<file path="config.mk">
export PLATFORM = sky130hd
export DESIGN_NAME = apb_master_ctrl
export DESIGN_NICKNAME = d
export VERILOG_FILES = /design/src/rtl/apb_master_ctrl.sv
export SDC_FILE = /design/constraint.sdc
export NUM_CORES = 1
export LEC_CHECK = 0
export ABC_AREA = 1
export CORE_MARGIN = 8
export CORE_UTILIZATION = 36
export CTS_BUF_LIST = sky130_fd_sc_hd__clkbuf_8 sky130_fd_sc_hd__clkbuf_16
export DETAILED_ROUTE_END_ITERATION = 8
export PLACE_DENSITY = 0.77
export SKIP_LAST_GASP = 1
export SYNTH_ARGS = -nofsm -noshare
export SYNTH_HDL_FRONTEND = slang
export SYNTH_SLANG_ARGS = --single-unit
</file>
<file path="constraint.sdc">
create_clock -name PCLK -period 1.21 [get_ports PCLK]
set_clock_uncertainty 0.05 [all_clocks]
set_input_delay 0.242 -clock PCLK [delete_from_list [all_inputs] [get_ports PCLK]]
set_output_delay 0.242 -clock PCLK [all_outputs]
set_load 0.03 [all_outputs]
</file>
<file path="src/rtl/apb_master_ctrl.sv">
// APB initiator: turns one outstanding cmd/rsp request into an APB SETUP + ACCESS transfer.
// Latency: command accepted at edge N, rsp_valid after edge N+2, plus one cycle per PREADY=0 wait state.
// Backpressure: cmd_ready is low from accept until completion; cmd_valid is ignored while cmd_ready=0.
//
// Ports:
//   PCLK, PRESET                     clock, synchronous active-high reset
//   cmd_valid/ready/write/addr/wdata local command request
//   rsp_valid/rdata/err              one-cycle completion pulse with read data and error
//   PSEL/PENABLE/PWRITE/PADDR/PWDATA APB request outputs (all registered)
//   PREADY/PRDATA/PSLVERR            APB slave response inputs
//
// Optional: define APB_MASTER_TIMEOUT_EN to abort an ACCESS phase that waits
// more than TIMEOUT_CYCLES PREADY=0 cycles (completes with rsp_err=1, rsp_rdata=0).
module apb_master_ctrl #(
    parameter int AWIDTH         = 8,
    parameter int DWIDTH         = 32,
    parameter int TIMEOUT_CYCLES = 16
) (
    input  logic              PCLK,
    input  logic              PRESET,
    input  logic              cmd_valid,
    output logic              cmd_ready,
    input  logic              cmd_write,
    input  logic [AWIDTH-1:0] cmd_addr,
    input  logic [DWIDTH-1:0] cmd_wdata,
    output logic              rsp_valid,
    output logic [DWIDTH-1:0] rsp_rdata,
    output logic              rsp_err,
    output logic              PSEL,
    output logic              PENABLE,
    output logic              PWRITE,
    output logic [AWIDTH-1:0] PADDR,
    output logic [DWIDTH-1:0] PWDATA,
    input  logic              PREADY,
    input  logic [DWIDTH-1:0] PRDATA,
    input  logic              PSLVERR
);

    typedef enum logic [1:0] {
        IDLE   = 2'd0,
        SETUP  = 2'd1,
        ACCESS = 2'd2
    } state_t;

    state_t            r_state,     w_state_nxt;
    logic              r_cmd_ready, w_cmd_ready_nxt;
    logic              r_psel,      w_psel_nxt;
    logic              r_penable,   w_penable_nxt;
    logic              r_pwrite,    w_pwrite_nxt;
    logic [AWIDTH-1:0] r_paddr,     w_paddr_nxt;
    logic [DWIDTH-1:0] r_pwdata,    w_pwdata_nxt;
    logic              r_rsp_valid, w_rsp_valid_nxt;
    logic [DWIDTH-1:0] r_rsp_rdata, w_rsp_rdata_nxt;
    logic              r_rsp_err,   w_rsp_err_nxt;
    logic              w_timeout;

`ifdef APB_MASTER_TIMEOUT_EN
    localparam int CW = $clog2(TIMEOUT_CYCLES + 1);

    logic [CW-1:0] r_wait_cnt;

    // Counter value equals the number of PREADY=0 ACCESS cycles seen so far.
    assign w_timeout = (r_state == ACCESS) && (r_wait_cnt == CW'(TIMEOUT_CYCLES));

    always_ff @(posedge PCLK) begin
        if (PRESET) begin
            r_wait_cnt <= '0;
        end else if (r_state == SETUP) begin
            r_wait_cnt <= '0;
        end else if (r_state == ACCESS && !PREADY && !w_timeout) begin
            r_wait_cnt <= r_wait_cnt + 1'b1;
        end
    end
`else
    assign w_timeout = 1'b0;
`endif

    always_ff @(posedge PCLK) begin
        if (PRESET) begin
            r_state     <= IDLE;
            // cmd_ready is already high in the first cycle after reset releases.
            r_cmd_ready <= 1'b1;
            r_psel      <= 1'b0;
            r_penable   <= 1'b0;
            r_pwrite    <= 1'b0;
            r_paddr     <= '0;
            r_pwdata    <= '0;
            r_rsp_valid <= 1'b0;
            r_rsp_rdata <= '0;
            r_rsp_err   <= 1'b0;
        end else begin
            r_state     <= w_state_nxt;
            r_cmd_ready <= w_cmd_ready_nxt;
            r_psel      <= w_psel_nxt;
            r_penable   <= w_penable_nxt;
            r_pwrite    <= w_pwrite_nxt;
            r_paddr     <= w_paddr_nxt;
            r_pwdata    <= w_pwdata_nxt;
            r_rsp_valid <= w_rsp_valid_nxt;
            r_rsp_rdata <= w_rsp_rdata_nxt;
            r_rsp_err   <= w_rsp_err_nxt;
        end
    end

    always_comb begin
        w_state_nxt     = r_state;
        w_cmd_ready_nxt = r_cmd_ready;
        w_psel_nxt      = r_psel;
        w_penable_nxt   = r_penable;
        w_pwrite_nxt    = r_pwrite;
        w_paddr_nxt     = r_paddr;
        w_pwdata_nxt    = r_pwdata;
        w_rsp_valid_nxt = 1'b0;           // single-cycle pulse
        w_rsp_rdata_nxt = r_rsp_rdata;    // holds until next completion
        w_rsp_err_nxt   = 1'b0;           // only meaningful alongside rsp_valid

        case (r_state)
            IDLE: begin
                w_cmd_ready_nxt = 1'b1;
                if (cmd_valid && r_cmd_ready) begin
                    w_pwrite_nxt    = cmd_write;
                    w_paddr_nxt     = cmd_addr;
                    w_pwdata_nxt    = cmd_wdata;
                    w_psel_nxt      = 1'b1;
                    w_penable_nxt   = 1'b0;
                    w_cmd_ready_nxt = 1'b0;
                    w_state_nxt     = SETUP;
                end
            end
            SETUP: begin
                w_penable_nxt = 1'b1;
                w_state_nxt   = ACCESS;
            end
            ACCESS: begin
                // A real PREADY wins over a timeout landing in the same cycle.
                if (PREADY) begin
                    w_psel_nxt      = 1'b0;
                    w_penable_nxt   = 1'b0;
                    w_rsp_valid_nxt = 1'b1;
                    w_rsp_err_nxt   = PSLVERR;
                    w_rsp_rdata_nxt = r_pwrite ? '0 : PRDATA;
                    w_cmd_ready_nxt = 1'b1;
                    w_state_nxt     = IDLE;
                end else if (w_timeout) begin
                    w_psel_nxt      = 1'b0;
                    w_penable_nxt   = 1'b0;
                    w_rsp_valid_nxt = 1'b1;
                    w_rsp_err_nxt   = 1'b1;
                    w_rsp_rdata_nxt = '0;
                    w_cmd_ready_nxt = 1'b1;
                    w_state_nxt     = IDLE;
                end
            end
            default: begin
                w_psel_nxt      = 1'b0;
                w_penable_nxt   = 1'b0;
                w_cmd_ready_nxt = 1'b1;
                w_state_nxt     = IDLE;
            end
        endcase
    end

    assign cmd_ready = r_cmd_ready;
    assign PSEL      = r_psel;
    assign PENABLE   = r_penable;
    assign PWRITE    = r_pwrite;
    assign PADDR     = r_paddr;
    assign PWDATA    = r_pwdata;
    assign rsp_valid = r_rsp_valid;
    assign rsp_rdata = r_rsp_rdata;
    assign rsp_err   = r_rsp_err;

endmodule

</file>
# Yosys cells after proc, flatten, opt, wreduce, memory -nomap -nowiden
# Index checks and enable logic that the tools add are counted.
# classes
addsub	0
mul	0
n_div	0
n_lt_le_gt_ge	0
eq_ne	4
shifts	0
muxes	13
bitwise_logic	3
n_reduce_logical	9
# ops
op	count
2-to-1 mux 32 bit	1
one-hot mux 1 bit (3 select lines)	3
AND reduction 2 bit	4
2-to-1 mux 1 bit	6
one-hot mux 2 bit (3 select lines)	1
2-to-1 mux 2 bit	2
!= test 2 bit, second input constant	2
NOT 1 bit	3
AND reduction 3 bit	1
OR reduction 3 bit	1
== test 2 x 1 -> 1 bit, second input constant	1
== test 2 bit, second input constant	1
zero test 2 bit	1
OR reduction 2 bit	1
logical AND 1 bit	1
# totals
regBits	80
latch_bits	0
ramBits	0
rom_bits	0
inputBits	78
out_inout_bits	78
word_cells	39
memories	0

# Depth between registers and ports, before layout
# Gate-level depths: netlist of the first run.
# depth
word_depth	3
ltp_mapped	7
mapped_depth_nobuf	6

# Worst setup path after synthesis of the first run
# No wires, ideal clock.
# synth_timing
path_kind	reg-to-reg
from	register r_cmd_ready, in the netlist cmd_ready
to	register r_pwdata[10], in the netlist PWDATA[10]
setup_ns	0.113
arrival_time_ns	1.184
required_time_ns	1.047
path_slack_ns	-0.137
path_stages_with_launch	7
n_path_buf	1
period_less_slack_ns	1.347
cell_sequence	dfxtp_1 nand2_1 nor2_4 buf_2 nand2_1 nand2_1 nor2_1
# synth_between
elab_chain_cells	2
# synth_lines
item	line	source
start, declared	46	logic r_cmd_ready, w_cmd_ready_nxt;
start signal, assigned	93	r_cmd_ready <= w_cmd_ready_nxt;
logical AND 1 bit	120	if (cmd_valid && r_cmd_ready) begin
AND reduction 2 bit (no source line)	-	
end signal, assigned	98	r_pwdata <= w_pwdata_nxt;
end, declared	51	logic [DWIDTH-1:0] r_pwdata, w_pwdata_nxt;
# No other way between the ends.
# A chain may end at the register's enable or synchronous reset.

# Final worst setup path of the first run
# layout_timing
from	input cmd_valid
to	register r_pwdata[28], in the netlist PWDATA[28]
# layout_between
elab_chain_cells	2
# layout_lines
item	line	source
start, declared	21	input logic cmd_valid,
logical AND 1 bit	120	
AND reduction 2 bit (no source line)	-	
# No other way between the ends.

==> reports/metrics.json, run 1 <==
{
  "ctsHtreeMaxLevel": {"value": 3},
  "flops_latches_synth": {"value": 79},
  "area_delta_synth_final": {"value": 63.9, "unit": "%"},
  "grt_remaining_overflow": {"value": 0},
  "num_vias": {"value": 3119},
  "cts.reportedPaths.clkPinSlew": {"value": 0.09, "unit": "ns"},
  "final.setup.tns": {"value": -0.0137, "unit": "ns"},
  "rsz0062_at_grt": {"value": "true"},
  "worstSetupEndpointType": {"value": "register"},
  "final_hold_violation_count": {"value": 0},
  "ctsHoldBuffers": {"value": 0},
  "firstDrtPassIters": {"value": 4},
  "cts_tree": {"value": "built"},
  "finish.net_count": {"value": 670},
  "timing.critical_path.arrival": {"value": 1.44, "unit": "ns"},
  "hold-path-endpoint": {"value": "rsp_err"},
  "drive_gt1_share": {"value": 20.9, "unit": "%"},
  "std_cell_rows": {"value": 33},
  "seq_power_share": {"value": 42.6, "unit": "%"},
  "yosysUniqueCellTypes": {"value": 15},
  "routed_wire_length_per_instance": {"value": 13.3, "unit": "um"},
  "clk_root_buffer_cell": {"value": "clkbuf_8"},
  "combinational_share_of_power": {"value": 26.2, "unit": "%"},
  "synthesis.yosys.warnings": {"value": 0},
  "ir_drop": {"value": 0.000689, "unit": "V"},
  "power_per_standard_cell_area": {"value": 1380, "unit": "nW/um^2"},
  "hold_wc_path_type": {"value": "input pin to register"},
  "clockPowerShare": {"value": 31.3, "unit": "%"},
  "tightest_slew": {"value": 0.305, "unit": "ns"},
  "power_leakage": {"value": 2.46, "unit": "nW"},
  "groute.layer.met3.usage": {"value": 6.65, "unit": "%"},
  "diodes": {"value": 0},
  "floorplan.die_area": {"value": 11600, "unit": "um^2"},
  "average_footprint_of_a_synthesized_cell": {"value": 7.05, "unit": "um^2"},
  "violations": {"value": "negative setup slack"},
  "status": {"value": "complete, but fails checks"},
  "switching_power": {"value": 2.02, "unit": "mW"},
  "setup_viol": {"value": 5},
  "max_cap_viol_count": {"value": 0},
  "number_of_global_route_vias_before_repair": {"value": 3042},
  "finalPower": {"value": 6.85, "unit": "mW"},
  "worstReg2RegEnd": {"value": "PWDATA[28]"},
  "drc_errors": {"value": 0},
  "grt_util_all_layers": {"value": 15.4, "unit": "%"},
  "use_met1": {"value": 17.3, "unit": "%"},
  "io-pin-count": {"value": 156},
  "pre_cts_slack": {"value": -0.372, "unit": "ns"},
  "startpoint_of_the_worst_slack_reg_to_reg_timing_path": {"value": "r_state[0]"},
  "antenna_violating_nets_post_route": {"value": 0},
  "whs_path_depth": {"value": 3},
  "timing.slew.headroom": {"value": 79.7, "unit": "%"},
  "grt_pass1_wl": {"value": 14.6, "unit": "mm"},
  "area_of_the_core_region": {"value": 8180, "unit": "um^2"},
  "holdCritStartpoint": {"value": "PSLVERR"},
  "leading_cell_types_in_the_layout_fill_and_taps_excluded": {"value": "nand2_1 (116), nor2_1 (85), buf_4 (83)"},
  "antenna_found_initial": {"value": 0},
  "placed_cell_area": {"value": 4610, "unit": "um^2"},
  "ff2ff_setup_slack": {"value": 0.01, "unit": "ns"},
  "detail_route.iter0.violations": {"value": 100},
  "report.final.slew_viol_count": {"value": 0},
  "initial_core_util": {"value": 37.1, "unit": "%"},
  "setup.worst_path.start_class": {"value": "input pin"},
  "synth.yosys.seq_area_share": {"value": 52.2, "unit": "%"},
  "post-dp-hpwl": {"value": 6.69, "unit": "mm"},
  "cts-buffers-inserted": {"value": 9},
  "clk_latency": {"value": 0.32, "unit": "ns"},
  "final.setup.worst_slack": {"value": -0.00573, "unit": "ns"},
  "die-width": {"value": 108, "unit": "um"},
  "max_freq": {"value": 823, "unit": "MHz"},
  "via_per_inst": {"value": 4.44},
  "grt_util_met2": {"value": 25.8, "unit": "%"},
  "worst-path-max-fanout": {"value": 14},
  "drt-total-wl": {"value": 9.31, "unit": "mm"},
  "finalCoreUtilization": {"value": 60.8, "unit": "%"},
  "place.gp.congestion": {"value": 0.722},
  "grt_start_max_net_pins": {"value": 33},
  "sw_frac_of_total": {"value": 29.5, "unit": "%"},
  "most_common_cell_after_layout_fill_and_taps_aside": {"value": "nand2_1"},
  "cts.path.max_buffers": {"value": 2},
  "global_route.peak_usage_layer": {"value": "met2"},
  "syn-num-nets": {"value": 508},
  "post_synth_inst_count": {"value": 430},
  "clock_sinks": {"value": 79},
  "internal_power": {"value": 4.83, "unit": "mW"},
  "critical_path_required": {"value": 1.43, "unit": "ns"},
  "finalCriticalPeriod": {"value": 1.22, "unit": "ns"},
  "netlist_area": {"value": 3030, "unit": "um^2"},
  "ff2ff_path_depth": {"value": 7},
  "port_buffers": {"value": 155},
  "critical_path_class": {"value": "input pin to register"},
  "die-height": {"value": 108, "unit": "um"},
  "final_min_period_over_clock_period": {"value": 100, "unit": "%"},
  "stdcell_area": {"value": 4970, "unit": "um^2"}
}
## kinds of logic (layout without fill, tap and decap cells)
group,Yosys count,count (layout),share of synthesized area [%]
AND/OR/NAND/NOR,243,243,32.3
buffers and inverters,73,240,9.74
flip-flops,79,79,52.2
AO/OA/AOI/OAI,35,35,5.78
## synth_stat cells
| cell | count | area share (%) |
|---|---|---|
| inv_1 | 46 | 5.7 |
| clkbuf_1 | 6 | 0.74 |
| nand3b_1 | 1 | 0.25 |
| o21ai_1 | 1 | 0.16 |
| nor2_1 | 85 | 11 |
| buf_2 | 17 | 2.8 |
| nor2_4 | 1 | 0.37 |
| buf_1 | 2 | 0.25 |
| dfxtp_1 | 79 | 52 |
| inv_2 | 2 | 0.25 |
| nand2_1 | 118 | 15 |
| a21oi_1 | 1 | 0.16 |
| o21ai_0 | 33 | 5.5 |
| nand4_2 | 1 | 0.41 |
| nand3_1 | 37 | 6.1 |
## registers in the layout, summed over array words and instances, names as in the netlist, 2 cells and up
register and cells:
r_state 2, PADDR 8, PWDATA 32, rsp_rdata 32
## worst max-delay path, cell delays in order
cell,delay (ns)
clkdlybuf4s50_1,0.49
nand2_2,0.09
nor2_4,0.13
buf_6,0.14
clkbuf_16,0.16
nor2_1,0.06
nor2_1,0.12
## worst max-delay path by stage
stage                          start          to  slack [ns]  depth (start not counted)
after global placement     cmd_valid  PWDATA[18]       -0.35                          7
after CTS                 r_state[1]     PENABLE       -0.03                          2
after floorplan            cmd_ready  PWDATA[10]      -0.003                          6
after detailed placement   cmd_valid    PADDR[0]       -0.37                          7
final                      cmd_valid  PWDATA[28]      -0.006                          7
after global routing      r_state[0]   PWDATA[5]       -0.07                          8
## power by group through the flow
stage / Combinational [mW] / Sequential [mW] / Clock [mW]
2_1_floorplan: 0.525 / 3.35 / 0
6_report: 1.79 / 2.92 / 2.14
5_1_grt: 1.95 / 2.94 / 2.32
3_3_place_gp: 1.65 / 2.96 / 0
3_5_place_dp: 1.68 / 2.97 / 0
4_1_cts: 1.74 / 2.92 / 2.21
## timing repair
action                     in CTS  in global routing
gates resized for setup         4                  6
setup buffers                   2                  2
setup endpoints to repair      28                 45
pin swaps                       0                  1
cloned                          1                  2
## per-stage QoR
step	std cells	hold slack (ns)
after global placement	679	0.414
after CTS	698	0.349
after floorplan	430	0.254
after global routing	702	0.364
after detailed placement	679	0.422
final	702	0.373
## area by class of cell
cell class / instances / area [um^2]
fill: 743 / 3210
timing repair buffer: 176 / 1690
sequential: 79 / 1590
multi-input combinational: 278 / 1160
inverter: 48 / 180
clock buffer: 10 / 138
tap: 105 / 131
clock inverter: 6 / 85.1
## layer usage
metal	vias to the layer above	part of all wire (%)
li1	1627	-
met1	1386	42
met2	101	48
met3	5	9.9
met4	0	0.54
met5	-	0
Note: power is estimated with default switching activity, not from simulation.
==> run 2: changes to the inputs <==
--- a/config.mk
+++ b/config.mk
@@ -8,7 +8,7 @@
 export ABC_AREA = 1
 export CORE_MARGIN = 8
 export CORE_UTILIZATION = 36
-export CTS_BUF_LIST = sky130_fd_sc_hd__clkbuf_8 sky130_fd_sc_hd__clkbuf_16
+export CTS_BUF_LIST = sky130_fd_sc_hd__clkbuf_16
 export DETAILED_ROUTE_END_ITERATION = 8
 export PLACE_DENSITY = 0.77
 export SKIP_LAST_GASP = 1
==> run 2 against run 1 <==
Against the previous run:
- cell count up 0.14%
- the run still ends with negative setup slack left
- flip-flop and latch count unchanged
- worst setup slack better by 0.0017 ns
- fmax up 0.14%
- die area unchanged
- largest cell class unchanged
- core utilization up 1.8 points
- clock-buffer cell count down 1
- combinational power up 2%
- sequential share of layout area down 0.93 points
- via count up 0.16%
- power up 10%
==> reports/metrics.json, run 2 (same netlist as run 1, synthesis figures left out) <==
{
  "initial_core_util": {"value": 37.1, "unit": "%"},
  "cts_tree": {"value": "built"},
  "cts.reportedPaths.clkPinSlew": {"value": 0.06, "unit": "ns"},
  "critical_path_class": {"value": "register to register"},
  "critical-path-max-stage-delay": {"value": 0.33, "unit": "ns"},
  "worstPathCellList": {"value": "inv_2, nand2_2, nor2_4, buf_6, buf_12, nand2_1, nand2_1, nor2_1"},
  "groute.layer.met3.usage": {"value": 6.47, "unit": "%"},
  "critical_path.most_common_cell": {"value": "nand2_1"},
  "combinational_share_of_power": {"value": 24.2, "unit": "%"},
  "leading_cell_types_in_the_layout_fill_and_taps_excluded": {"value": "nand2_1 (116), nor2_1 (85), buf_4 (82)"},
  "setup.worst_path.start_class": {"value": "register"},
  "routed_wire_length_per_instance": {"value": 13.5, "unit": "um"},
  "crit_path_top_delay_cell": {"value": "dfxtp_2"},
  "clk_latency": {"value": 0.32, "unit": "ns"},
  "die-height": {"value": 108, "unit": "um"},
  "grt_pass1_wl": {"value": 15.1, "unit": "mm"},
  "std_cell_rows": {"value": 33},
  "critPathBufInv": {"value": 3},
  "power_per_standard_cell_area": {"value": 1480, "unit": "nW/um^2"},
  "ctsHoldBuffers": {"value": 0},
  "status": {"value": "complete, but fails checks"},
  "number_of_global_route_vias_before_repair": {"value": 3122},
  "tightest_slew": {"value": 0.309, "unit": "ns"},
  "io-pin-count": {"value": 156},
  "ctsHtreeMaxLevel": {"value": 3},
  "floorplan.die_area": {"value": 11600, "unit": "um^2"},
  "violations": {"value": "negative setup slack"},
  "most_common_cell_after_layout_fill_and_taps_aside": {"value": "nand2_1"},
  "worstSetupEndpointType": {"value": "register"},
  "drc_errors": {"value": 0},
  "post-dp-hpwl": {"value": 6.69, "unit": "mm"},
  "place.gp.congestion": {"value": 0.722},
  "area_delta_synth_final": {"value": 68.7, "unit": "%"},
  "drt-total-wl": {"value": 9.50, "unit": "mm"},
  "via_per_inst": {"value": 4.44},
  "final.setup.tns": {"value": -0.00408, "unit": "ns"},
  "final_cell_count_no_fill": {"value": 703},
  "use_met1": {"value": 17.8, "unit": "%"},
  "finish.net_count": {"value": 671},
  "clk_root_buffer_cell": {"value": "clkbuf_16"},
  "detail_route.iter0.violations": {"value": 89},
  "grt_util_met2": {"value": 27.1, "unit": "%"},
  "global_route.peak_usage_layer": {"value": "met2"},
  "clock_sinks": {"value": 79},
  "final_hold_violation_count": {"value": 0},
  "grt_start_max_net_pins": {"value": 33},
  "power_leakage": {"value": 2.53, "unit": "nW"},
  "dp_cells": {"value": 679},
  "n_fill_cell": {"value": 726},
  "final.setup.worst_slack": {"value": -0.00404, "unit": "ns"},
  "whs": {"value": 0.318, "unit": "ns"},
  "finalPower": {"value": 7.56, "unit": "mW"},
  "worst-path-max-fanout": {"value": 15},
  "antenna_violating_nets_post_route": {"value": 0},
  "final_min_period_over_clock_period": {"value": 100, "unit": "%"},
  "switching_power": {"value": 2.12, "unit": "mW"},
  "max_freq": {"value": 824, "unit": "MHz"},
  "firstDrtPassIters": {"value": 4},
  "port_buffers": {"value": 155},
  "timing.critical_path.max_delay_family": {"value": "simple AND/OR/NAND/NOR gates"},
  "clockPowerShare": {"value": 37.1, "unit": "%"},
  "finalCriticalPeriod": {"value": 1.21, "unit": "ns"},
  "die-width": {"value": 108, "unit": "um"},
  "timing.slew.headroom": {"value": 79.4, "unit": "%"},
  "max_cap_viol_count": {"value": 0},
  "hold_wc_path_type": {"value": "input pin to register"},
  "rsz0062_at_grt": {"value": "true"},
  "sw_frac_of_total": {"value": 28.0, "unit": "%"},
  "grt_remaining_overflow": {"value": 0},
  "antenna_found_initial": {"value": 0},
  "critical_path_required": {"value": 1.38, "unit": "ns"},
  "timing.critical_path.arrival": {"value": 1.38, "unit": "ns"},
  "cts.path.max_buffers": {"value": 2},
  "setup_viol": {"value": 2},
  "diodes": {"value": 0},
  "internal_power": {"value": 5.44, "unit": "mW"},
  "report.final.slew_viol_count": {"value": 0},
  "cts-buffers-inserted": {"value": 9},
  "pre_cts_slack": {"value": -0.372, "unit": "ns"},
  "grt_util_all_layers": {"value": 16.1, "unit": "%"},
  "num_vias": {"value": 3124},
  "ir_drop": {"value": 0.000992, "unit": "V"},
  "area_of_the_core_region": {"value": 8180, "unit": "um^2"},
  "drive_gt1_share": {"value": 20.9, "unit": "%"},
  "seq_power_share": {"value": 38.6, "unit": "%"}
}
==> run 2: routing by layer <==
| metal | vias up | routed length, um |
|---|---|---|
| li1 | 1634 | - |
| met4 | 0 | 110 |
| met5 | - | 0 |
| met1 | 1371 | 3900 |
| met2 | 111 | 4520 |
| met3 | 8 | 967 |
==> run 2: final timing paths <==
kind | start | end | slack [ns] | cells past startpoint
max | r_state[0] | PWDATA[28] | -0.004 | 8
min | cmd_valid | r_state[0] | 0.32 | 5
max reg2reg | r_state[0] | PWDATA[28] | -0.004 | 8
min reg2reg | rsp_rdata[6] | rsp_rdata[6] | 0.43 | 2
==> run 2: worst reg2reg max path, delay by kind of cell (launching register included) <==
kind	cells	cell delay [ns]
DFF	1	0.33
and+or+nand+nor	5	0.39
buffers and inverters	3	0.35
==> run 2: cell type report <==
class | count | area (um^2) | share of cell area (%)
clock buffers | 9 | 225 | 4.41
clock inverters | 7 | 88.8 | 1.74
inverters | 48 | 180 | 3.52
multi-input cells | 278 | 1160 | 22.8
flip-flops and latches | 79 | 1590 | 31.0
well taps | 105 | 131 | 2.57
repair buffers | 177 | 1740 | 34.0
==> run 2: power groups by stage <==
stage / Clock [mW] / Sequential [mW] / Combinational [mW]
floorplan: 0 / 3.35 / 0.525
global placement: 0 / 2.96 / 1.65
detailed placement: 0 / 2.97 / 1.68
CTS: 2.87 / 2.92 / 1.81
global route: 2.97 / 2.94 / 2.00
finish: 2.81 / 2.92 / 1.83
==> run 2: what timing repair did <==
| item | CTS | global route |
|---|---|---|
| pin swaps | 0 | 1 |
| setup buffers | 2 | 1 |
| cloned | 3 | 2 |
| gates resized for setup | 9 | 4 |
| endpoints found under the setup margin | 42 | 44 |
==> run 2: through the flow <==
stage / util [%] / cell area [um^2]
after global routing: 62.5 / 5110
after global placement: 56.4 / 4610
after CTS: 61.6 / 5040
after floorplan: - / 3030
final: 62.5 / 5110
after detailed placement: 56.4 / 4610
==> run 3: changes to the inputs <==
--- a/config.mk
+++ b/config.mk
@@ -7,10 +7,10 @@
 export LEC_CHECK = 0
 export ABC_AREA = 1
 export CORE_MARGIN = 8
-export CORE_UTILIZATION = 36
-export CTS_BUF_LIST = sky130_fd_sc_hd__clkbuf_16
+export CORE_UTILIZATION = 37
+export CTS_BUF_LIST = sky130_fd_sc_hd__clkbuf_8
 export DETAILED_ROUTE_END_ITERATION = 8
-export PLACE_DENSITY = 0.77
+export PLACE_DENSITY = 0.79
 export SKIP_LAST_GASP = 1
 export SYNTH_ARGS = -nofsm -noshare
 export SYNTH_HDL_FRONTEND = slang
==> run 3 against run 2 <==
Against the previous run:
- the flow still finishes with violations (negative setup slack)
- sequential share of layout area fell by 0.70 points
- die area fell by 2.3%
- wire length rose by 2.4%
- largest power group unchanged
- worst setup slack got worse by 0.040 ns
- fmax fell by 3.2%
- sequential power barely moved
- power fell by 3.9%
- critical endpoint is now PADDR[5]
- highest routed layer unchanged
- register-to-register slack got worse by 0.04 ns
- cell area rose by 2.3%
==> reports/metrics.json, run 3 (same netlist as run 1, synthesis figures left out) <==
{
  "drt-total-wl": {"value": 9.73, "unit": "mm"},
  "floorplan.die_area": {"value": 11300, "unit": "um^2"},
  "via_per_inst": {"value": 4.52},
  "finalPower": {"value": 7.27, "unit": "mW"},
  "drc_errors": {"value": 0},
  "startpoint_of_the_worst_slack_reg_to_reg_timing_path": {"value": "cmd_ready"},
  "die-width": {"value": 107, "unit": "um"},
  "leading_cell_types_in_the_layout_fill_and_taps_excluded": {"value": "nor2_1 (85), nand2_1 (85), buf_4 (84)"},
  "status": {"value": "complete, but fails checks"},
  "final_min_period_over_clock_period": {"value": 104, "unit": "%"},
  "crit_path_top_delay_cell": {"value": "dfxtp_2"},
  "critPathBufInv": {"value": 2},
  "place.gp.congestion": {"value": 0.718},
  "finalCoreUtilization": {"value": 64.6, "unit": "%"},
  "rsz0062_at_grt": {"value": "true"},
  "cts.reportedPaths.clkPinSlew": {"value": 0.08, "unit": "ns"},
  "hold_wc_path_type": {"value": "input pin to register"},
  "setup_viol": {"value": 2},
  "cts.path.max_buffers": {"value": 2},
  "final_hold_violation_count": {"value": 0},
  "power_leakage": {"value": 2.58, "unit": "nW"},
  "num_vias": {"value": 3197},
  "detail_route.iter0.violations": {"value": 144},
  "number_of_global_route_vias_before_repair": {"value": 3080},
  "initial_core_util": {"value": 37.4, "unit": "%"},
  "cts-buffers-inserted": {"value": 9},
  "timing.critical_path.arrival": {"value": 1.43, "unit": "ns"},
  "worstSetupEndpointType": {"value": "register"},
  "antenna_found_initial": {"value": 0},
  "clock_sinks": {"value": 79},
  "area_of_the_core_region": {"value": 8090, "unit": "um^2"},
  "grt_pass1_wl": {"value": 14.8, "unit": "mm"},
  "tightest_slew": {"value": 0.211, "unit": "ns"},
  "finalCriticalPeriod": {"value": 1.25, "unit": "ns"},
  "grt_remaining_overflow": {"value": 0},
  "finish.net_count": {"value": 677},
  "power_per_standard_cell_area": {"value": 1390, "unit": "nW/um^2"},
  "report.final.slew_viol_count": {"value": 0},
  "std_cell_rows": {"value": 33},
  "clk_latency": {"value": 0.33, "unit": "ns"},
  "routed_wire_length_per_instance": {"value": 13.7, "unit": "um"},
  "clk_root_buffer_cell": {"value": "clkbuf_8"},
  "holdCritStartpoint": {"value": "cmd_valid"},
  "post-dp-hpwl": {"value": 6.67, "unit": "mm"},
  "port_buffers": {"value": 155},
  "final.setup.worst_slack": {"value": -0.0445, "unit": "ns"},
  "pre_cts_slack": {"value": -0.416, "unit": "ns"},
  "placed_cell_area": {"value": 4620, "unit": "um^2"},
  "stdcell_area": {"value": 5230, "unit": "um^2"},
  "critical_path_required": {"value": 1.39, "unit": "ns"},
  "antenna_violating_nets_post_route": {"value": 0},
  "worstPathCellList": {"value": "nand2_4, nor2_4, buf_12, clkbuf_16, nand2_1, nand2_1, nor2_1"},
  "ir_drop": {"value": 0.000701, "unit": "V"},
  "max_cap_viol_count": {"value": 0},
  "die-height": {"value": 107, "unit": "um"},
  "max_freq": {"value": 797, "unit": "MHz"},
  "violations": {"value": "negative setup slack"},
  "ctsHtreeMaxLevel": {"value": 3},
  "grt_start_max_net_pins": {"value": 41},
  "setup.worst_path.start_class": {"value": "register"},
  "firstDrtPassIters": {"value": 4},
  "timing.critical_path.max_delay_family": {"value": "simple AND/OR/NAND/NOR gates"},
  "grt_util_all_layers": {"value": 15.8, "unit": "%"},
  "dp_cells": {"value": 680},
  "critical-path-max-stage-delay": {"value": 0.37, "unit": "ns"},
  "drive_gt1_share": {"value": 26.9, "unit": "%"},
  "cts_tree": {"value": "built"},
  "critical_path.most_common_cell": {"value": "nand2_1"},
  "timing.slew.headroom": {"value": 85.8, "unit": "%"},
  "io-pin-count": {"value": 156},
  "diodes": {"value": 0},
  "setup.worst_path.start": {"value": "cmd_ready"},
  "area_delta_synth_final": {"value": 72.6, "unit": "%"},
  "critical_path_class": {"value": "register to register"},
  "worst-path-max-fanout": {"value": 8},
  "final_cell_count_no_fill": {"value": 708}
}
[run 3: changes by cell type in the layout (fill, tap and decap cells not counted), moves of 2 or more]
cell | previous run | this run
nand2_1 | 116 | 85
nand2_2 | 2 | 27
clkbuf_8 | 0 | 10
clkbuf_16 | 11 | 5
nand2_4 | 0 | 6
buf_4 | 82 | 84
buf_6 | 5 | 7
[run 3: per-layer routing]
metal | track usage [%] | share of wire (%)
met4 | 5.33 | 0.94
met2 | 26.1 | 49
met1 | 18.0 | 41
met3 | 6.41 | 9.6
met5 | 0 | 0
[run 3: tightest hold or removal path, delay by kind of cell]
family / cells / cell delay, ns
simple gates: 3 / 0.22
buf+inv: 2 / 0.19
[run 3: area by class of cell]
cell class / instances / area, um^2
multi-input combinational: 278 / 1270
clock buffer: 10 / 138
fill: 651 / 2860
tap: 105 / 131
clock inverter: 5 / 106
timing repair buffer: 183 / 1820
inverter: 48 / 180
sequential: 79 / 1590
[run 3: worst paths after layout]
| check | to | slack, ns | cells past startpoint |
|---|---|---|---|
| worst max-delay path | PADDR[5] | -0.04 | 7 |
| worst min-delay path | r_state[0] | 0.31 | 5 |
| worst max register to register | PADDR[5] | -0.04 | 7 |
| worst min register to register | rsp_rdata[6] | 0.43 | 2 |
[run 3: what timing repair did]
item / CTS / global route
gates resized for setup: 3 / 45
setup endpoints to repair: 28 / 53
buffers inserted: 3 / 2
gates cloned: 1 / 7
hold buffers: 0 / 0
pin swaps: 1 / 4
[run 3: power by group]
group          internal, mW  switching, mW
Clock                  1.42          0.930
Sequential             2.80          0.118
Combinational         0.946           1.05
[run 3: metrics by stage]
stage	hold slack (ns)	TNS (ns)
after floorplan	0.254	-0.101
after global placement	0.413	-19.07
after detailed placement	0.422	-23.16
after CTS	0.357	-0.116
after global routing	0.334	-1.44
final	0.311	-0.0476
